**src/rtl/uart_tx_stream.sv**
```systemverilog
// UART transmitter with an input FIFO and a valid/ready byte stream interface.
// Baud timing comes from an enable counter, and frames are sent back to back with no idle gap.
module uart_tx_stream #(
    parameter int unsigned CLKS_PER_BIT = 217,
    parameter int unsigned DATA_BITS    = 8,
    parameter int unsigned PARITY       = 0,
    parameter int unsigned STOP_BITS    = 1,
    parameter int unsigned FIFO_DEPTH   = 4
) (
    input  logic                        clock,
    input  logic                        reset,
    input  logic [DATA_BITS-1:0]        tx_data,
    input  logic                        tx_valid,
    output logic                        tx_ready,
    output logic [$clog2(FIFO_DEPTH):0] fifo_count,
    output logic                        busy,
    output logic                        tx_pin
);
    localparam int unsigned PtrW   = $clog2(FIFO_DEPTH);
    localparam int unsigned CountW = PtrW + 1;
    localparam logic [CountW-1:0] Depth    = CountW'(FIFO_DEPTH);
    localparam logic [15:0]       BaudLast = 16'(CLKS_PER_BIT - 1);
    localparam logic [3:0]        DataLast = 4'(DATA_BITS - 1);
    localparam logic [3:0]        StopLast = 4'(STOP_BITS - 1);

    typedef enum logic [2:0] {StIdle, StStart, StData, StParity, StStop} state_e;

    state_e               state_q;
    logic [DATA_BITS-1:0] mem_q [FIFO_DEPTH];
    logic [PtrW-1:0]      wr_ptr_q;
    logic [PtrW-1:0]      rd_ptr_q;
    logic [CountW-1:0]    count_q;
    logic [DATA_BITS-1:0] shift_q;
    logic                 parity_q;
    logic [15:0]          baud_q;
    logic [3:0]           bit_q;
    logic                 tx_pin_q;

    logic                 push;
    logic                 pop;
    logic                 bit_end;
    logic                 frame_end;
    logic [DATA_BITS-1:0] head;

    always_comb begin
        head      = mem_q[rd_ptr_q];
        bit_end   = (baud_q == BaudLast);
        frame_end = (state_q == StStop) && bit_end && (bit_q == StopLast);
        push      = tx_valid && tx_ready;
        // Popping at the end of the last stop bit chains the next frame with no idle bit.
        pop       = (count_q != '0) && ((state_q == StIdle) || frame_end);
    end

    assign tx_ready   = (count_q < Depth);
    assign fifo_count = count_q;
    assign busy       = (state_q != StIdle) || (count_q != '0);
    assign tx_pin     = tx_pin_q;

    always_ff @(posedge clock) begin
        if (reset) begin
            state_q  <= StIdle;
            wr_ptr_q <= '0;
            rd_ptr_q <= '0;
            count_q  <= '0;
            shift_q  <= '0;
            parity_q <= 1'b0;
            baud_q   <= '0;
            bit_q    <= '0;
            tx_pin_q <= 1'b1;
        end else begin
            if (push) begin
                mem_q[wr_ptr_q] <= tx_data;
                wr_ptr_q        <= wr_ptr_q + 1'b1;
            end
            if (pop) begin
                rd_ptr_q <= rd_ptr_q + 1'b1;
            end
            if (push && !pop) begin
                count_q <= count_q + 1'b1;
            end else if (pop && !push) begin
                count_q <= count_q - 1'b1;
            end

            if (pop) begin
                shift_q  <= head;
                parity_q <= (PARITY == 1) ? ~^head : ^head;
                baud_q   <= '0;
                bit_q    <= '0;
                tx_pin_q <= 1'b0;
                state_q  <= StStart;
            end else if (state_q != StIdle) begin
                baud_q <= bit_end ? '0 : baud_q + 1'b1;
                if (bit_end) begin
                    unique case (state_q)
                        StStart: begin
                            tx_pin_q <= shift_q[0];
                            state_q  <= StData;
                        end
                        StData: begin
                            if (bit_q == DataLast) begin
                                bit_q <= '0;
                                if (PARITY != 0) begin
                                    tx_pin_q <= parity_q;
                                    state_q  <= StParity;
                                end else begin
                                    tx_pin_q <= 1'b1;
                                    state_q  <= StStop;
                                end
                            end else begin
                                bit_q    <= bit_q + 1'b1;
                                shift_q  <= shift_q >> 1;
                                tx_pin_q <= shift_q[1];
                            end
                        end
                        StParity: begin
                            tx_pin_q <= 1'b1;
                            state_q  <= StStop;
                        end
                        StStop: begin
                            if (bit_q == StopLast) begin
                                bit_q    <= '0;
                                tx_pin_q <= 1'b1;
                                state_q  <= StIdle;
                            end else begin
                                bit_q <= bit_q + 1'b1;
                            end
                        end
                        default: ;
                    endcase
                end
            end
        end
    end

endmodule

```
**config.mk**
```make
export PLATFORM = sky130hd
export DESIGN_NAME = uart_tx_stream
export DESIGN_NICKNAME = d
export VERILOG_FILES = /design/src/rtl/uart_tx_stream.sv
export SDC_FILE = /design/constraint.sdc
export NUM_CORES = 1
export LEC_CHECK = 0
export ABC_AREA = 1
export BUFFER_PORTS_ARGS = -buffer_cell sky130_fd_sc_hd__buf_2
export CELL_PAD_IN_SITES_DETAIL_PLACEMENT = 1
export CELL_PAD_IN_SITES_GLOBAL_PLACEMENT = 2
export CORE_MARGIN = 10
export CORE_UTILIZATION = 42
export CTS_BUF_LIST = sky130_fd_sc_hd__clkbuf_2 sky130_fd_sc_hd__clkbuf_4 sky130_fd_sc_hd__clkbuf_8
export DETAILED_ROUTE_END_ITERATION = 6
export PLACE_DENSITY = 0.95
export SYNTH_ARGS = -nofsm -noshare
export SYNTH_HDL_FRONTEND = slang
export SYNTH_SLANG_ARGS = --single-unit
```
**constraint.sdc**
```tcl
create_clock -name clock -period 4.2 [get_ports clock]
set_clock_uncertainty 0.1 [all_clocks]
set_input_delay 1.26 -clock clock [delete_from_list [all_inputs] [get_ports clock]]
set_output_delay 1.26 -clock clock [all_outputs]
set_load 0.01 [all_outputs]
```
## Word-level counts from Yosys, hierarchy flattened

Memory sizes are Yosys's and may differ from the RTL's. A register that Yosys moved wholly into a read port is not among the register bits.
Cells that the tools add are included.

- Magnitude comparators: 1
- $add $sub $neg: 6
- Equality and inequality tests: 11
- Reduce and logical (&&, ||, !) cells: 27
- Muxes and demuxes: 28

Operators with widths:

| kind | count |
|---|---|
| two-way mux 8 bit | 5 |
| adder 16 x 1 -> 16 bit, second input constant | 1 |
| == test 16 x 8 -> 1 bit, second input constant | 1 |
| two-way mux 16 bit | 1 |
| two-way mux 3 bit | 4 |
| one-hot mux 3 bit (4 select lines) | 1 |
| two-way mux 1 bit | 11 |
| AND reduction 5 bit | 2 |
| nonzero test 2 bit | 5 |
| two-way mux 4 bit | 2 |
| one-hot mux 4 bit (2 select lines) | 1 |
| AND reduction 4 bit | 2 |
| == test 3 x 2 -> 1 bit, second input constant | 2 |
| logical AND 1 bit | 6 |
| nonzero test 3 bit | 2 |
| nonzero test 5 bit | 1 |
| adder 2 x 1 -> 2 bit, second input constant | 2 |
| adder 4 x 1 -> 4 bit, second input constant | 1 |
| == test 4 x 3 -> 1 bit, second input constant | 1 |
| zero test 4 bit | 1 |
| two-way mux 2 bit | 2 |
| inequality test 2 bit, second input constant | 2 |
| one-hot mux 1 bit (4 select lines) | 1 |
| nonzero test 4 bit | 1 |
| 13 further kinds | 15 |

- Register bits: 39
- Output and inout bits: 6
- Bits in writable memories: 32
- Memories kept: 1
- Word-level logic and storage cells: 83
- Bits of input ports: 11

Memory list:

| memory | depth | width | read ports | clocked after memory_dff | wr ports | RTL line | source |
|---|---|---|---|---|---|---|---|
| mem_q | 4 | 8 | 1 | 1 | 1 | 29 | `logic [DATA_BITS-1:0] mem_q [FIFO_DEPTH];` |

## Longest topological paths before layout

- Depth in word-level cells: 8
- Gate-level depth with buffers: 16
- Depth with buffers taken out: 16

## Worst setup path before layout

No wires, ideal clock.

- Kind: in2reg
- From: input tx_valid
- To: register count_q[2] (netlist: fifo_count[2])
- Path slack: 1592 ps
- Stages: 9
- Arrival: 2384 ps
- Required time: 3976 ps
- Buffers on the path: 0
- Setup time: 124 ps
- Path through: nand2_1 -> inv_1 -> ha_1 -> inv_1 -> fa_1 -> a21oi_1 -> o21ai_0 -> o21ai_0 -> a21oi_1

- Longest elaborated chain between the ends: 4
- Elaborated cells between the ends (all ways): 6
- Those cells by class: 1 x mux; 5 x reduce/logical

Ends and longest elaborated chain:

| what | RTL line | source |
|---|---|---|
| start, declared | 13 | `input logic tx_valid,` |
| logical AND 1 bit * | 49 | `push = tx_valid && tx_ready;` |
| named net push | 39 | `logic push;` |
| zero test 1 bit | 80 | `end else if (pop && !push) begin` |
| logical AND 1 bit | 80 |  |
| nonzero test 2 bit (no source line) | - |  |
| end signal, assigned | 79 | `count_q <= count_q + 1'b1;` |
| end signal, assigned | 81 | `count_q <= count_q - 1'b1;` |
| end, declared | 32 | `logic [CountW-1:0] count_q;` |

Mark *: on every way through the listed nets, which the timed path passes. The rest lies on a longest branch.
A chain may end at the register's enable or synchronous reset.

## Final worst setup path

- From: register count_q[2] (netlist: fifo_count[2])
- To: output busy

- Longest elaborated chain between the ends: 2

Ends and longest elaborated chain:

| what | RTL line | source |
|---|---|---|
| nonzero test 3 bit | 56 | `assign busy = (state_q != StIdle) \|\| (count_q != '0);` |
| logical OR 1 bit | 56 |  |
| end, declared | 16 | `output logic busy,` |

Every way passes these cells.

==> metrics.md <==
| Metric | Value |
|---|---|
| Share of post-route cells with drive strength above 1 | 0.151 |
| Final ANT Viol Nets | 0 |
| Die height | 113 µm |
| Yosys cell types | 35 |
| Maxcap violations | 0 |
| # Post-CTS Setup Buffers | 0 |
| Crit path required time | 2.84 ns |
| Final Hold Fails | 0 |
| # fillers | 1002 |
| Worst Max-Slew Pin Slew | 0.605 ns |
| Reg2reg path depth | 14 |
| Diodes inserted | 0 |
| Critical path class | flip-flop to output pin |
| Pre-antenna DRT Iters | 4 |
| Row count | 33 |
| Yosys reg bits | 73 |
| Worst slew margin | 0.595 |
| Register area share after synthesis | 0.491 |
| Initial core utilization | 0.437 |
| Vias per cell | 5.19 |
| Gr usage total | 0.137 |
| Overall Power | 0.00207 W |
| Min-Delay Path Depth | 2 |
| Worst-path fanout max | 13 |
| Pwr/cell area | 524 mW/mm² |
| Syn Inst Count | 420 |
| DR vias | 2846 |
| CTS tree | yes |
| Number of CTS-inserted buffers | 9 |
| Core box area | 0.00830 mm² |
| Pins Over Slew Limit | 0 |
| Max clock buf depth | 2 |
| Initial antenna violation count | 0 |
| RSZ-0062 raised after global routing | false |
| Hold Path Origin | shift_q[7] |
| Wire length per cell | 15.9 µm |
| Boundary pin count | 17 |
| Crit Reg-Reg Endpoint | fifo_count[2] |
| Count of hold-fix buffers inserted at cts | 0 |
| Warnings, synthesis | 0 |
| Fmax | 321 MHz |
| CTS root buf | clkbuf_8 |
| Synthesized Nets | 441 |
| R2R setup slack | 1.54 ns |
| Final setup margin | 1.08 ns |
| # resized after CTS | 0 |
| Tmin final | 3.12 ns |
| Mapped Area | 0.00363 mm² |
| Worst slack, placed | 1.27 ns |
| Worst path arrival time | 1.76 ns |
| Vias in the first global route | 2979 |
| Worst Hold Path EP | shift_q[7] |
| Crit share post-route | 0.742 |
| Routability cong. | 0.818 |
| Hold Slack | 0.383 ns |
| IR drop worst, VDD | 228 µV |
| LEAKAGE | 1.55 nW |
| Worst hold path type | flip-flop to flip-flop |
| Detailed Route Iter0 Violations | 111 |
| Clock transition at path regs | 0.09 ns |
| # clock sinks | 73 |
| Core Util, Final | 0.476 |
| Final setup viols | 0 |
| Status | finished, final reports clean |
| Clock H-tree levels | 3 |
| Crit end category | output pin |
| Crit Reg-Reg Startpoint | bit_q[0] |
| # port buffers | 16 |
| Largest net degree at the start of global routing | 23 |
| WL final | 8.70 mm |
| Area Growth Syn to Fin | 9.00% |
| DRC Markers | 0 |
| First-pass GRT wire length | 14.3 mm |
| Setup_tns | 0 ns |
| Die area | 0.0128 mm² |
| Die W | 113 µm |
| Post-layout net count | 459 |
| Synthesized area per cell | 8.64 µm² |
| Grt ovf | 0 |
| DP HPWL | 6.83 mm |
| Worst-skew pair later-pin latency | 0.34 ns |
| Nature of the critical path startpoint | flip-flop |
-- power by group --
group          switching (W)  internal [W]
combinational       0.000422      0.000212
sequential         0.0000825      0.000842
clock               0.000290      0.000225
-- critical path: stages (launching register included) --
cell and delay (ns):
dfxtp_1 0.31, inv_1 0.13, nand3_1 0.40, or2_2 0.43, buf_2 0.14
-- stage by stage --
step,cell area [µm²],instances
finish,3950,548
global route,3950,548
CTS,3950,548
detailed placement,3770,532
global placement,3770,532
floorplan,3630,420
-- cell usage after synthesis (all sizes together) --
| library cell | number | share of area |
|---|---|---|
| nor3 | 9 | 0.021 |
| dfxtp | 41 | 0.23 |
| nand3b | 9 | 0.026 |
| ha | 9 | 0.031 |
| and2 | 1 | 0.0021 |
| clkinv | 1 | 0.0014 |
| or2 | 1 | 0.0017 |
| nand2 | 75 | 0.091 |
| xnor2 | 1 | 0.0024 |
| nand4 | 6 | 0.010 |
| buf | 8 | 0.019 |
| o22ai | 8 | 0.014 |
| edfxtp | 32 | 0.26 |
| xor2 | 10 | 0.024 |
| a21oi | 24 | 0.033 |
| nor4 | 1 | 0.0017 |
| inv | 47 | 0.049 |
| nor3b | 3 | 0.0076 |
| clkbuf | 2 | 0.0021 |
| o21ai | 27 | 0.037 |
| fa | 1 | 0.0055 |
| nor2 | 74 | 0.085 |
| nand3 | 30 | 0.044 |
-- layer usage --
metal,global-route usage,part of all wire
met5,0,0
met4,0.0541,0.020
met3,0.0238,0.019
met2,0.255,0.53
met1,0.149,0.43
-- cell families after synthesis --
kind of cell	after synthesis	synth area share
AO/OA/AOI/OAI	59	0.0842
AND/OR/NAND/NOR	209	0.290
buffers and inverters	58	0.0714
flip-flops	73	0.491
XOR/XNOR	11	0.0266
adder cells (fa/ha/maj)	10	0.0366
-- worst max-delay path by stage --
| stage | to | from | depth (start not counted) |
|---|---|---|---|
| after global placement | fifo_count[2] | tx_valid | 10 |
| after CTS | busy | fifo_count[2] | 4 |
| after detailed placement | fifo_count[2] | tx_valid | 10 |
| after floorplan | fifo_count[2] | tx_valid | 9 |
| final | busy | fifo_count[2] | 4 |
| after global routing | busy | fifo_count[2] | 4 |
-- cell usage in the layout, fill, tap and decap left out, types with 2 or more instances in the layout --
cell type | Yosys | final
a21oi_1 | 24 | 24
buf_2 | 2 | 16
clkbuf_8 | 0 | 9
clkinv_4 | 0 | 2
clkinvlp_4 | 0 | 2
dfxtp_1 | 41 | 41
edfxtp_1 | 32 | 32
ha_1 | 9 | 9
inv_1 | 43 | 43
inv_2 | 4 | 4
inv_6 | 0 | 2
nand2_1 | 67 | 67
nand2_2 | 2 | 2
nand2_4 | 6 | 6
nand3_1 | 28 | 28
nand3_2 | 2 | 2
nand3b_1 | 7 | 7
nand3b_4 | 2 | 2
nand4_1 | 6 | 6
nor2_1 | 66 | 66
nor2_2 | 6 | 6
nor2_4 | 2 | 2
nor3_1 | 3 | 3
nor3_2 | 6 | 6
nor3b_1 | 2 | 2
o21ai_0 | 26 | 26
o22ai_1 | 8 | 8
xor2_1 | 10 | 10
-- registers in the layout, summed over array words and instances, names as in the netlist, named ones only --
register    count
mem_q          32
baud_q         16
shift_q         8
bit_q           4
fifo_count      3
state_q         3
rd_ptr_q        2
wr_ptr_q        2
tx_pin          1
-- layout make-up --
cell class / count / area, µm² / area share
inverter: 48 / 181 / 0.0459
multi-input combinational: 289 / 1590 / 0.401
sequential: 73 / 1780 / 0.451
clock inverter: 7 / 61.3 / 0.0155
clock buffer: 9 / 124 / 0.0313
tap: 105 / 131 / 0.0332
timing repair buffer: 17 / 87.6 / 0.0222
No activity file was read; power rests on OpenSTA's default activity.
